$ cat src/rtl/ps2_pkg.sv
// PS/2 keyboard constants and types shared by the key event generator.
// Latency: n/a (definitions only).
// Backpressure: n/a (definitions only).
package ps2_pkg;

   // Prefix and sequence bytes that never produce an event on their own
   localparam logic [7:0] PS2_EXT   = 8'hE0;
   localparam logic [7:0] PS2_REL   = 8'hF0;
   localparam logic [7:0] PS2_PAUSE = 8'hE1;

   // Bytes left over from the 8-byte Pause sequence after its E1 header
   localparam logic [2:0] PAUSE_SKIP = 3'd7;

   typedef enum logic [1:0] {
      IDLE   = 2'd0,
      DATA   = 2'd1,
      PARITY = 2'd2,
      STOP   = 2'd3
   } ps2_bit_state_t;

   // Device status/ack bytes (self-test, echo, ack, resend, errors) carry no key
   function automatic logic is_non_key(input logic [7:0] b);
      logic r;
      case (b)
         8'h00, 8'hAA, 8'hEE, 8'hFA, 8'hFC, 8'hFE, 8'hFF: r = 1'b1;
         default:                                           r = 1'b0;
      endcase
      return r;
   endfunction

endpackage

$ cat src/rtl/ps2_key_event_gen_if.sv
// PS/2 pins in, key event bus and frame error pulse out.
// Latency: n/a (signal bundle only).
// Backpressure: none; events are strobed by toggling ps2_key[10].
interface ps2_key_event_gen_if;
   logic        ps2_clk;
   logic        ps2_data;
   logic [10:0] ps2_key;
   logic        frame_err;

   // Side that drives the PS/2 lines and watches events (keyboard model / pins)
   modport master (
      output ps2_clk,
      output ps2_data,
      input  ps2_key,
      input  frame_err
   );

   // Side that decodes the lines and publishes events
   modport slave (
      input  ps2_clk,
      input  ps2_data,
      output ps2_key,
      output frame_err
   );
endinterface

$ cat src/rtl/ps2_line_filter.sv
// Synchronizes both PS/2 lines, deglitches the clock and flags its falling edges.
// Latency: fall_stb 2 sync + FILT_LEN filter + 1 cycles after the raw clock falls.
// Backpressure: none; a pulse is produced for every accepted falling edge.
module ps2_line_filter #(
   parameter int FILT_LEN = 8
) (
   input  logic clk_sys,
   input  logic reset,
   input  logic ps2_clk,
   input  logic ps2_data,
   output logic fall_stb,
   output logic data_s
);

   localparam int FCW = $clog2(FILT_LEN + 1);

   logic [1:0]     clk_sync_q;
   logic [1:0]     data_sync_q;
   logic           filt_q;
   logic [FCW-1:0] cnt_q;
   logic           fall_q;

   // Two-flop synchronizers; both lines idle high so they reset to 1
   always_ff @(posedge clk_sys or posedge reset) begin
      if (reset) begin
         clk_sync_q  <= 2'b11;
         data_sync_q <= 2'b11;
      end else begin
         clk_sync_q  <= {clk_sync_q[0], ps2_clk};
         data_sync_q <= {data_sync_q[0], ps2_data};
      end
   end

   // Accept a new clock level only after FILT_LEN consecutive differing samples
   always_ff @(posedge clk_sys or posedge reset) begin
      if (reset) begin
         filt_q <= 1'b1;
         cnt_q  <= '0;
         fall_q <= 1'b0;
      end else begin
         fall_q <= 1'b0;
         if (clk_sync_q[1] == filt_q) begin
            cnt_q <= '0;
         end else if (cnt_q == FCW'(FILT_LEN - 1)) begin
            filt_q <= clk_sync_q[1];
            cnt_q  <= '0;
            fall_q <= filt_q;   // only a 1->0 transition is an edge of interest
         end else begin
            cnt_q <= cnt_q + 1'b1;
         end
      end
   end

   assign fall_stb = fall_q;
   assign data_s   = data_sync_q[1];

endmodule

$ cat src/rtl/ps2_key_event_gen.sv
// Decodes PS/2 device frames and folds E0/F0/E1 sequences into toggle-strobed key events.
// Latency: ps2_key updates 1 cycle after the STOP bit is sampled on a filtered falling edge.
// Backpressure: none; consumers must compare ps2_key[10] against its previous value.
module ps2_key_event_gen
   import ps2_pkg::*;
#(
   parameter int FILT_LEN    = 8,
   parameter int TIMEOUT_CYC = 22000
) (
   input  logic                clk_sys,
   input  logic                reset,
   ps2_key_event_gen_if.slave  bus
);

   localparam int TCW = $clog2(TIMEOUT_CYC);

   logic           fall_stb;
   logic           data_s;

   ps2_bit_state_t state_q;
   logic [2:0]     bit_cnt_q;
   logic [7:0]     shift_q;
   logic           par_q;
   logic [TCW-1:0] to_q;
   logic           frame_err_q;
   logic           byte_vld_q;

   logic [10:0]    key_q;
   logic           ext_pend_q;
   logic           rel_pend_q;
   logic [2:0]     skip_cnt_q;

   ps2_line_filter #(.FILT_LEN(FILT_LEN)) u_filter (
      .clk_sys  (clk_sys),
      .reset    (reset),
      .ps2_clk  (bus.ps2_clk),
      .ps2_data (bus.ps2_data),
      .fall_stb (fall_stb),
      .data_s   (data_s)
   );

   // Bit-level frame FSM with mid-frame timeout; a falling edge always beats the timeout
   always_ff @(posedge clk_sys or posedge reset) begin
      if (reset) begin
         state_q     <= IDLE;
         bit_cnt_q   <= '0;
         shift_q     <= '0;
         par_q       <= 1'b0;
         to_q        <= '0;
         frame_err_q <= 1'b0;
         byte_vld_q  <= 1'b0;
      end else begin
         frame_err_q <= 1'b0;
         byte_vld_q  <= 1'b0;
         if (fall_stb) begin
            to_q <= '0;
            case (state_q)
               IDLE: begin
                  if (!data_s) begin
                     state_q   <= DATA;
                     bit_cnt_q <= '0;
                  end else begin
                     frame_err_q <= 1'b1;
                  end
               end
               DATA: begin
                  shift_q   <= {data_s, shift_q[7:1]};
                  bit_cnt_q <= bit_cnt_q + 1'b1;
                  if (bit_cnt_q == 3'd7) state_q <= PARITY;
               end
               PARITY: begin
                  par_q   <= data_s;
                  state_q <= STOP;
               end
               STOP: begin
                  // shift_q stays stable until the next frame's data bits arrive
                  if (data_s && (^{shift_q, par_q})) byte_vld_q  <= 1'b1;
                  else                               frame_err_q <= 1'b1;
                  state_q <= IDLE;
               end
               default: state_q <= IDLE;
            endcase
         end else if (state_q != IDLE) begin
            if (to_q == TCW'(TIMEOUT_CYC - 1)) begin
               state_q     <= IDLE;
               frame_err_q <= 1'b1;
               to_q        <= '0;
            end else begin
               to_q <= to_q + 1'b1;
            end
         end else begin
            to_q <= '0;
         end
      end
   end

   // Byte layer: Pause skipping, prefix folding and event publication
   always_ff @(posedge clk_sys or posedge reset) begin
      if (reset) begin
         key_q      <= '0;
         ext_pend_q <= 1'b0;
         rel_pend_q <= 1'b0;
         skip_cnt_q <= '0;
      end else if (frame_err_q) begin
         // a broken frame may have been a key byte; don't let stale prefixes attach to the next one
         ext_pend_q <= 1'b0;
         rel_pend_q <= 1'b0;
      end else if (byte_vld_q) begin
         if (skip_cnt_q != 3'd0) begin
            skip_cnt_q <= skip_cnt_q - 1'b1;
         end else if (shift_q == PS2_PAUSE) begin
            skip_cnt_q <= PAUSE_SKIP;
            ext_pend_q <= 1'b0;
            rel_pend_q <= 1'b0;
         end else if (shift_q == PS2_EXT) begin
            ext_pend_q <= 1'b1;
         end else if (shift_q == PS2_REL) begin
            rel_pend_q <= 1'b1;
         end else if (is_non_key(shift_q)) begin
            ext_pend_q <= 1'b0;
            rel_pend_q <= 1'b0;
         end else begin
            key_q      <= {~key_q[10], ~rel_pend_q, ext_pend_q, shift_q};
            ext_pend_q <= 1'b0;
            rel_pend_q <= 1'b0;
         end
      end
   end

   assign bus.ps2_key   = key_q;
   assign bus.frame_err = frame_err_q;

endmodule

$ cat src/flat_wrapper.sv
// flat-port wrapper written by rule: the top's interface ports become plain ports
module ps2_key_event_gen_flat import ps2_pkg::*;
#(
   parameter int FILT_LEN    = 8,
   parameter int TIMEOUT_CYC = 22000
)
  (clk_sys, reset, bus_ps2_clk, bus_ps2_data, bus_ps2_key, bus_frame_err);
  ps2_key_event_gen_if bus_i ();
  input  logic clk_sys;
  input  logic reset;
  input wire logic [$bits(bus_i.ps2_clk)-1:0] bus_ps2_clk;
  input wire logic [$bits(bus_i.ps2_data)-1:0] bus_ps2_data;
  output wire logic [$bits(bus_i.ps2_key)-1:0] bus_ps2_key;
  output wire logic [$bits(bus_i.frame_err)-1:0] bus_frame_err;
  assign bus_i.ps2_clk = bus_ps2_clk;
  assign bus_i.ps2_data = bus_ps2_data;
  assign bus_ps2_key = bus_i.ps2_key;
  assign bus_frame_err = bus_i.frame_err;
  ps2_key_event_gen #(.FILT_LEN(FILT_LEN), .TIMEOUT_CYC(TIMEOUT_CYC)) u_core (.clk_sys(clk_sys), .reset(reset), .bus(bus_i));
endmodule
$ cat config.mk
export PLATFORM = sky130hd
export DESIGN_NAME = ps2_key_event_gen_flat
export DESIGN_NICKNAME = d
export VERILOG_FILES = /design/src/rtl/ps2_pkg.sv /design/src/rtl/ps2_key_event_gen_if.sv /design/src/rtl/ps2_line_filter.sv /design/src/rtl/ps2_key_event_gen.sv /design/src/flat_wrapper.sv
export SDC_FILE = /design/constraint.sdc
export NUM_CORES = 1
export LEC_CHECK = 0
export ABC_AREA = 1
export CAP_MARGIN = 20
export CORE_MARGIN = 3
export CORE_UTILIZATION = 40
export CTS_CLUSTER_SIZE = 30
export DETAILED_ROUTE_END_ITERATION = 16
export SYNTH_ARGS = -nofsm -noshare
export SYNTH_HDL_FRONTEND = slang
export SYNTH_SLANG_ARGS = --single-unit
$ cat constraint.sdc
create_clock -name clk_sys -period 2.4 [get_ports clk_sys]
set_input_delay 0.72 -clock clk_sys [delete_from_list [all_inputs] [get_ports clk_sys]]
set_output_delay 0.72 -clock clk_sys [all_outputs]
set_load 0.03 [all_outputs]
==> results of run 1 <==
==> cells by family (layout without fill, tap and decap cells) <==
group / after synthesis / in the layout
compound gates: 57 / 57
xor+xnor: 5 / 5
fa+ha+maj: 10 / 10
buf+inv: 46 / 75
flops: 57 / 57
simple gates: 142 / 142
==> report_power, final <==
part | internal [mW] | total, mW | switching, mW | leakage, nW
Clock | 0.454 | 0.824 | 0.370 | 0.0992
Sequential | 0.999 | 1.02 | 0.0212 | 0.777
Combinational | 0.0337 | 0.0875 | 0.0539 | 0.595
Total | 1.49 | 1.93 | 0.445 | 1.47
==> final cells by class <==
type,instances,area (um2)
Clock buffer,13,169
Clock inverter,3,15.0
Multi-Input combinational cell,214,1140
Sequential cell,57,1430
Timing Repair Buffer,17,178
Tap cell,77,96.3
Fill cell,658,3340
Inverter,42,158
==> synth_stat cells, drive strengths merged <==
master,instances,area [um2]
buf,3,27.5
ha,10,125
xor2,3,26.3
nor3,10,55.1
and3,1,6.26
or2,1,6.26
dfrtp,52,1300
nand3,19,95.1
nor2,23,98.8
or3,1,6.26
inv,42,158
clkbuf,1,3.75
a21oi,22,114
nand4,6,43.8
dfstp,5,131
nand2,77,299
xnor2,2,17.5
a211oi,1,20.0
a31oi,2,12.5
o21bai,1,7.51
nor4,2,12.5
nand3b,1,7.51
and2,1,6.26
o21ai,31,181
==> cell usage in the layout, fill, tap and decap left out <==
cell / count
nor3_2: 1
nor2_1: 20
nand2_4: 1
and3_1: 1
and2_1: 1
xnor2_1: 2
clkdlybuf4s50_1: 15
or2_1: 1
buf_4: 1
nor4_1: 2
nand2_1: 75
clkinv_2: 3
dfstp_2: 5
a31oi_1: 2
ha_1: 10
inv_2: 6
dfrtp_1: 52
nand4_2: 1
buf_12: 1
a21oi_1: 21
xor2_1: 3
clkbuf_1: 1
a211oi_4: 1
o21ai_2: 7
nand4_1: 5
nand3_1: 19
or3_1: 1
clkbuf_8: 12
nor2_4: 1
a21oi_2: 1
inv_1: 36
o21ai_1: 1
nor2_2: 2
nand3b_1: 1
o21ai_0: 23
o21bai_1: 1
nor3_1: 9
nand2_2: 1
==> sequential cells by signal, summed over array words and instances, names as in the netlist <==
signal                       cells
u_core.ext_pend_q                1
u_core.byte_vld_q                1
u_core.rel_pend_q                1
u_core.u_filter.cnt_q            4
u_core.state_q                   2
u_core.u_filter.filt_q           1
u_core.skip_cnt_q                3
u_core.shift_q                   8
u_core.bus.frame_err             1
u_core.bit_cnt_q                 3
u_core.bus.ps2_key              11
u_core.to_q                     15
u_core.u_filter.fall_stb         1
u_core.u_filter.data_sync_q      2
u_core.par_q                     1
u_core.u_filter.clk_sync_q       2
==> metal layers <==
layer	share of wire, %	wire length (um)	up-vias	global-route usage (%)
met3	4.2	203	11	4.70
met2	42	2030	35	20.9
li1	-	-	1085	-
met4	2.4	117	0	7.71
met1	51	2440	941	19.5
met5	0	0	-	0
==> path summary, 6_finish.rpt <==
path	start	to	depth (start not counted)
min in group asynchronous	reset	u_core.shift_q[5]	3
min	u_core.u_filter.data_sync_q[0]	u_core.u_filter.data_sync_q[1]	0
max	u_core.bus.frame_err	bus_frame_err	1
min reg2reg	u_core.u_filter.data_sync_q[0]	u_core.u_filter.data_sync_q[1]	0
max reg2reg	u_core.state_q[0]	u_core.to_q[14]	9
max in group asynchronous	reset	u_core.u_filter.data_sync_q[1]	3
==> impl_metrics.env, run 1 <==
export IMPL_status="finished clean"
export IMPL_insertedDiodeCount=0
export IMPL_synth_xor_area_share_pct=1.59
export IMPL_drive_above_1_share_pct=12.7
export IMPL_htreeDepth=3
export IMPL_area_delta_synth_final_pct=15.4
export IMPL_die_x_um=89.1
export IMPL_cts_sinks=57
export IMPL_cp_top_family="buffers and inverters"
export IMPL_skew_ps=8.91
export IMPL_r2r_slack_ps=650
export IMPL_drc=0
export IMPL_fmax_mhz=464
export IMPL_grt_pass1_wl_mm=8.77
export IMPL_synth_compound_area_share_pct=12.1
export IMPL_ys_seq_elements=57
export IMPL_synth_adder_area_share_pct=4.53
export IMPL_cts_buffer_depth=2
export IMPL_drtIter0Drc=144
export IMPL_wl_per_cell_um=11.3
export IMPL_worst_path_buf_inv=1
export IMPL_clk_pin_slew_worst_paths_ps=70
export IMPL_slew_headroom_pct=72.6
export IMPL_postSynthCellCount=317
export IMPL_insertion_delay_ps=340
export IMPL_gp_congestion=0.803
export IMPL_stdcell_count=423
export IMPL_cts_tree="yes"
export IMPL_synthSimpleGateAreaFrac_pct=23.1
export IMPL_numCtsBuffers=9
export IMPL_synth_top_family_by_area="simple AND/OR/NAND/NOR gates"
export IMPL_cts_resized=0
export IMPL_ant_nets=0
export IMPL_ys_types=35
export IMPL_synthMuxAreaShare_pct=0
export IMPL_hold_path_class="reg -> reg"
export IMPL_ios=16
export IMPL_wl_mm=4.79
export IMPL_worst_slew_pin_slew_ps=410
export IMPL_min_period_ps=2160
export IMPL_start_kind="flop"
export IMPL_slew_violations=0
export IMPL_dpl_worst_slack_ps=602
export IMPL_cts_setup_buffers=0
export IMPL_worst_setup_path_end_kind="output port"
export IMPL_final_cell_area_um2=3190
export IMPL_cp_slowest_cell="clkdlybuf4s50_1"
export IMPL_grt_antenna_before_repair=0
export IMPL_vias_per_cell=4.90
export IMPL_start_util_pct=42.3
export IMPL_arrival_ps=1440
export IMPL_row_count=29
export IMPL_grt_max_degree=58
export IMPL_dp_cells=407
export IMPL_postLayoutSetupSlackWorst_ps=244
export IMPL_setup_viol=0
export IMPL_chipHeight_um=89.1
export IMPL_ys_seq_area_share_pct=51.9
export IMPL_cap_viol_max_count=0
export IMPL_dpl_instance_area_um2=3010
export IMPL_whs_ps=356
export IMPL_postCtsHoldBufs=0
export IMPL_io_buffer_count=15
export IMPL_ir_drop_mv=0.321
export IMPL_postSynthAreaPerCell_um2=8.71
export IMPL_drt_pass1_iterations=6
export IMPL_vias=2072
export IMPL_total_power_mw=1.93
export IMPL_grtUsageTotal_pct=14.5
export IMPL_slowest_delay_ps=690
export IMPL_utilization_pct=48.8
export IMPL_die_area_um2=7940
export IMPL_netlist_area_um2=2760
export IMPL_core_um2=6530
export IMPL_clock_tree_root_cell="clkbuf_8"
export IMPL_pwr_density_cell_nw_per_um2=606
export IMPL_hpwl_mm=3.37
export IMPL_finalCritPeriodShare_pct=89.8
export IMPL_rsz0062_at_grt="no"
export IMPL_yosys_warnings=0
export IMPL_overflow=0
export IMPL_required_ps=1680
export IMPL_cp_cell_sequence="clkdlybuf4s50_1"
export IMPL_cp_max_fo=5
export IMPL_finalHoldViolCount=0
export IMPL_power_leakage_nw=1.47
export IMPL_criticalPathCategory="reg -> out"
export IMPL_syn_nets=331
export IMPL_fin_nets=355
export IMPL_grt_pass1_vias=1941
export IMPL_fin_setup_tns_ps=0
Power figures use the tool's default switching activity.
==> run 2: changes to the inputs <==
Settings changed: HOLD_SLACK_MARGIN set to 0.1, RECOVER_POWER set to 50.
==> impl_metrics.env, run 2 (synthesis results as in run 1) <==
export IMPL_r2r_slack_ps=650
export IMPL_clk_pin_slew_worst_paths_ps=70
export IMPL_die_area_um2=7940
export IMPL_grt_pass1_wl_mm=8.77
export IMPL_finalHoldViolCount=0
export IMPL_drt_pass1_iterations=6
export IMPL_hold_path_cell_count=0
export IMPL_hpwl_mm=3.37
export IMPL_wl_per_cell_um=11.3
export IMPL_grt_max_degree=58
export IMPL_worstReg2RegStart="u_core.state_q[0]"
export IMPL_grt_antenna_before_repair=0
export IMPL_insertion_delay_ps=340
export IMPL_wl_mm=4.79
export IMPL_cp_cell_sequence="clkdlybuf4s50_1"
export IMPL_vias_per_cell=4.89
export IMPL_slew_violations=0
export IMPL_ios=16
export IMPL_insertedDiodeCount=0
export IMPL_cts_tree="yes"
export IMPL_skew_ps=8.64
export IMPL_die_x_um=89.1
export IMPL_cts_resized=0
export IMPL_worst_slew_pin_slew_ps=1240
export IMPL_dp_cells=407
export IMPL_rsz0062_at_grt="no"
export IMPL_pwr_density_cell_nw_per_um2=607
export IMPL_overflow=0
export IMPL_utilization_pct=48.6
export IMPL_cts_sinks=57
export IMPL_ant_nets=0
export IMPL_arrival_ps=1440
export IMPL_layout_commonest_cell="nand2_1"
export IMPL_start_kind="flop"
export IMPL_postCtsHoldBufs=0
export IMPL_regMostFlops="u_core.to_q"
export IMPL_clock_tree_root_cell="clkbuf_8"
export IMPL_worstReg2RegEnd="u_core.to_q[14]"
export IMPL_core_um2=6530
export IMPL_cap_viol_max_count=0
export IMPL_grt_pass1_vias=1941
export IMPL_required_ps=1680
export IMPL_slew_headroom_pct=17.6
export IMPL_cp_max_fo=5
export IMPL_finalCritPeriodShare_pct=89.8
export IMPL_numCtsBuffers=9
export IMPL_drc=0
export IMPL_largest_reg_flops=15
export IMPL_io_buffer_count=15
export IMPL_ir_drop_mv=0.321
export IMPL_dpl_instance_area_um2=3010
export IMPL_cts_setup_buffers=0
export IMPL_drtIter0Drc=139
export IMPL_hold_start="u_core.u_filter.data_sync_q[0]"
export IMPL_vias=2069
export IMPL_worst_path_buf_inv=1
export IMPL_reg2reg_depth=9
export IMPL_worst_setup_path_end_kind="output port"
export IMPL_area_delta_synth_final_pct=14.9
export IMPL_min_to="u_core.u_filter.data_sync_q[1]"
export IMPL_min_period_ps=2160
export IMPL_cts_buffer_depth=2
export IMPL_gp_congestion=0.803
export IMPL_setup_viol=0
export IMPL_layout_common_cells="nand2_1 (75), dfrtp_1 (52), inv_1 (36)"
export IMPL_final_cell_area_um2=3170
export IMPL_stdcell_count=423
export IMPL_row_count=29
export IMPL_htreeDepth=3
export IMPL_fmax_mhz=464
export IMPL_criticalPathCategory="reg -> out"
export IMPL_fin_setup_tns_ps=0
export IMPL_fin_nets=355
export IMPL_chipHeight_um=89.1
export IMPL_drive_above_1_share_pct=12.4
export IMPL_hold_path_class="reg -> reg"
export IMPL_cp_slowest_cell="clkdlybuf4s50_1"
export IMPL_power_leakage_nw=1.46
export IMPL_slowest_delay_ps=690
export IMPL_cp_top_family="buffers and inverters"
export IMPL_crit_cells=1
export IMPL_status="finished clean"
export IMPL_grtUsageTotal_pct=14.5
export IMPL_start_util_pct=42.3
-- run 2: cell count changes in the layout (fill, tap and decap cells not counted), sizes merged --
cell,delta
clkdlybuf4s50,-3
clkinv,+1
dlygate4sd3,+3
inv,-1
-- run 2: worst max path at each step --
stage	start	end	slack [ps]
CTS	u_core.bus.frame_err	bus_frame_err	220
floorplan	reset	u_core.bit_cnt_q[0]	290
finish	u_core.bus.frame_err	bus_frame_err	240
global route	reset	u_core.to_q[14]	110
detailed placement	u_core.bus.frame_err	bus_frame_err	600
global placement	u_core.bus.frame_err	bus_frame_err	620
-- run 2: cell type report --
cell class                 count  area (um2)
clock inverter                 3        15.0
fill                         659        3360
sequential                    57        1430
timing repair buffer          17         163
clock buffer                  13         169
multi-input combinational    214        1140
tap                           77        96.3
inverter                      42         158
-- run 2: through the flow --
| stage | power, mW | worst slack, ps | hold slack [ps] |
|---|---|---|---|
| 2_1_floorplan | 1.10 | 289 | 345 |
| 4_1_cts | 1.97 | 223 | 357 |
| 5_1_grt | 2.03 | 111 | 366 |
| 6_report | 1.93 | 244 | 356 |
| 3_5_place_dp | 1.13 | 602 | 347 |
| 3_3_place_gp | 1.12 | 616 | 346 |
-- run 2: where the power goes --
| part | internal, mW | switching (mW) | total, mW |
|---|---|---|---|
| Combinational | 0.0291 | 0.0538 | 0.0828 |
| Clock | 0.454 | 0.370 | 0.824 |
| Sequential | 0.999 | 0.0212 | 1.02 |
| Total | 1.48 | 0.445 | 1.93 |
-- run 2: metal layers --
layer  vias up  wire (um)  GRT usage, %
met2        32       2010          20.9
li1       1086          -             -
met3        11        178          4.70
met4         0        117          7.71
met1       940       2480          19.5
met5         -          0             0
==> run 3: changes to the inputs <==
Settings changed: GPL_TIMING_DRIVEN set to 0.
==> impl_metrics.env, run 3 (synthesis results as in run 1) <==
export IMPL_status="finished clean"
export IMPL_criticalPathCategory="reg -> out"
export IMPL_cts_tree="yes"
export IMPL_wl_per_cell_um=11.7
export IMPL_insertion_delay_ps=340
export IMPL_cp_slowest_cell="clkdlybuf4s50_1"
export IMPL_dpl_instance_area_um2=3030
export IMPL_cts_sinks=57
export IMPL_postLayoutSetupSlackWorst_ps=230
export IMPL_r2r_slack_ps=560
export IMPL_cts_resized=0
export IMPL_utilization_pct=48.9
export IMPL_worst_setup_path_end_kind="output port"
export IMPL_skew_ps=11.3
export IMPL_gp_congestion=0.868
export IMPL_grtUsageTotal_pct=14.8
export IMPL_layout_commonest_cell="nand2_1"
export IMPL_regMostFlops="u_core.to_q"
export IMPL_hold_path_class="reg -> reg"
export IMPL_row_count=29
export IMPL_slew_violations=0
export IMPL_finalCritPeriodShare_pct=90.4
export IMPL_rsz0062_at_grt="no"
export IMPL_worstReg2RegEnd="u_core.to_q[14]"
export IMPL_worst_path_buf_inv=1
export IMPL_cap_viol_max_count=0
export IMPL_ant_nets=0
export IMPL_clk_pin_slew_worst_paths_ps=60
export IMPL_largest_reg_flops=15
export IMPL_ios=16
export IMPL_vias_per_cell=4.99
export IMPL_ir_drop_mv=0.289
export IMPL_core_um2=6530
export IMPL_chipHeight_um=89.1
export IMPL_whs_ps=357
export IMPL_htreeDepth=3
export IMPL_reg2reg_depth=9
export IMPL_cp_max_fo=5
export IMPL_vias=2127
export IMPL_drt_pass1_iterations=4
export IMPL_cts_buffer_depth=2
export IMPL_min_to="u_core.u_filter.data_sync_q[1]"
export IMPL_drc=0
export IMPL_fin_nets=358
export IMPL_finalHoldViolCount=0
export IMPL_numCtsBuffers=9
export IMPL_slew_headroom_pct=42.7
export IMPL_drtIter0Drc=169
export IMPL_hpwl_mm=3.56
export IMPL_wl_mm=4.96
export IMPL_layout_common_cells="nand2_1 (75), dfrtp_1 (52), inv_1 (37)"
export IMPL_start_util_pct=42.3
export IMPL_cts_setup_buffers=0
export IMPL_overflow=0
export IMPL_final_cell_area_um2=3190
export IMPL_hold_start="u_core.u_filter.data_sync_q[0]"
export IMPL_clock_tree_root_cell="clkbuf_8"
export IMPL_hold_path_cell_count=0
export IMPL_grt_pass1_wl_mm=9.04
export IMPL_cp_cell_sequence="clkdlybuf4s50_1"
export IMPL_grt_max_degree=37
export IMPL_fin_setup_tns_ps=0
export IMPL_grt_antenna_before_repair=0
export IMPL_total_power_mw=1.86
export IMPL_worstReg2RegStart="u_core.state_q[0]"
export IMPL_area_delta_synth_final_pct=15.6
export IMPL_dpl_worst_slack_ps=582
export IMPL_worst_slew_pin_slew_ps=858
export IMPL_cp_top_family="buffers and inverters"
export IMPL_required_ps=1680
export IMPL_drive_above_1_share_pct=12.3
export IMPL_fmax_mhz=461
export IMPL_die_x_um=89.1
export IMPL_start_kind="flop"
export IMPL_setup_viol=0
export IMPL_insertedDiodeCount=0
export IMPL_power_leakage_nw=1.48
export IMPL_slowest_delay_ps=700
export IMPL_dp_cells=410
export IMPL_pwr_density_cell_nw_per_um2=583
export IMPL_postCtsHoldBufs=0
export IMPL_die_area_um2=7940
export IMPL_io_buffer_count=15
export IMPL_grt_pass1_vias=2072
export IMPL_arrival_ps=1450
export IMPL_stdcell_count=426
export IMPL_min_period_ps=2170
run 3: cell count changes in the layout (fill, tap and decap cells not counted):
| cell | delta |
|---|---|
| inv_1 | +1 |
| clkinv_2 | +1 |
| buf_6 | +2 |
| dfstp_1 | +1 |
| clkbuf_8 | -2 |
| buf_12 | +1 |
| buf_4 | -1 |
| dfstp_2 | -1 |
| clkbuf_1 | +2 |
| clkinv_1 | -1 |
run 3: final cells by class:
| type | count | area (um2) |
|---|---|---|
| buffer | 4 | 31.3 |
| clock buffer | 12 | 145 |
| clock inverter | 4 | 20.0 |
| fill | 631 | 3340 |
| inverter | 42 | 158 |
| multi-input combinational | 214 | 1140 |
| sequential | 57 | 1430 |
| tap | 77 | 96.3 |
| timing repair buffer | 16 | 170 |
run 3: report_power, final:
group / switching, mW / internal, mW / total (mW)
clock network: 0.360 / 0.395 / 0.755
registers: 0.0217 / 0.999 / 1.02
logic: 0.0538 / 0.0314 / 0.0852
total: 0.436 / 1.43 / 1.86
run 3: per-layer routing:
metal / vias up / track usage [%] / routed length, um
li1: 1091 / - / -
met1: 986 / 19.0 / 2440
met2: 40 / 22.9 / 2210
met3: 10 / 2.76 / 169
met4: 0 / 9.34 / 139
met5: - / 0 / 0
run 3: how the worst max path moves through the flow:
stage	start	endpoint	cells past startpoint
2_1_floorplan	reset	u_core.bit_cnt_q[0]	1
3_3_place_gp	reset	u_core.to_q[12]	2
3_5_place_dp	u_core.bus.frame_err	bus_frame_err	1
4_1_cts	u_core.bus.frame_err	bus_frame_err	1
5_1_grt	u_core.bus.frame_err	bus_frame_err	1
6_report	u_core.bus.frame_err	bus_frame_err	1
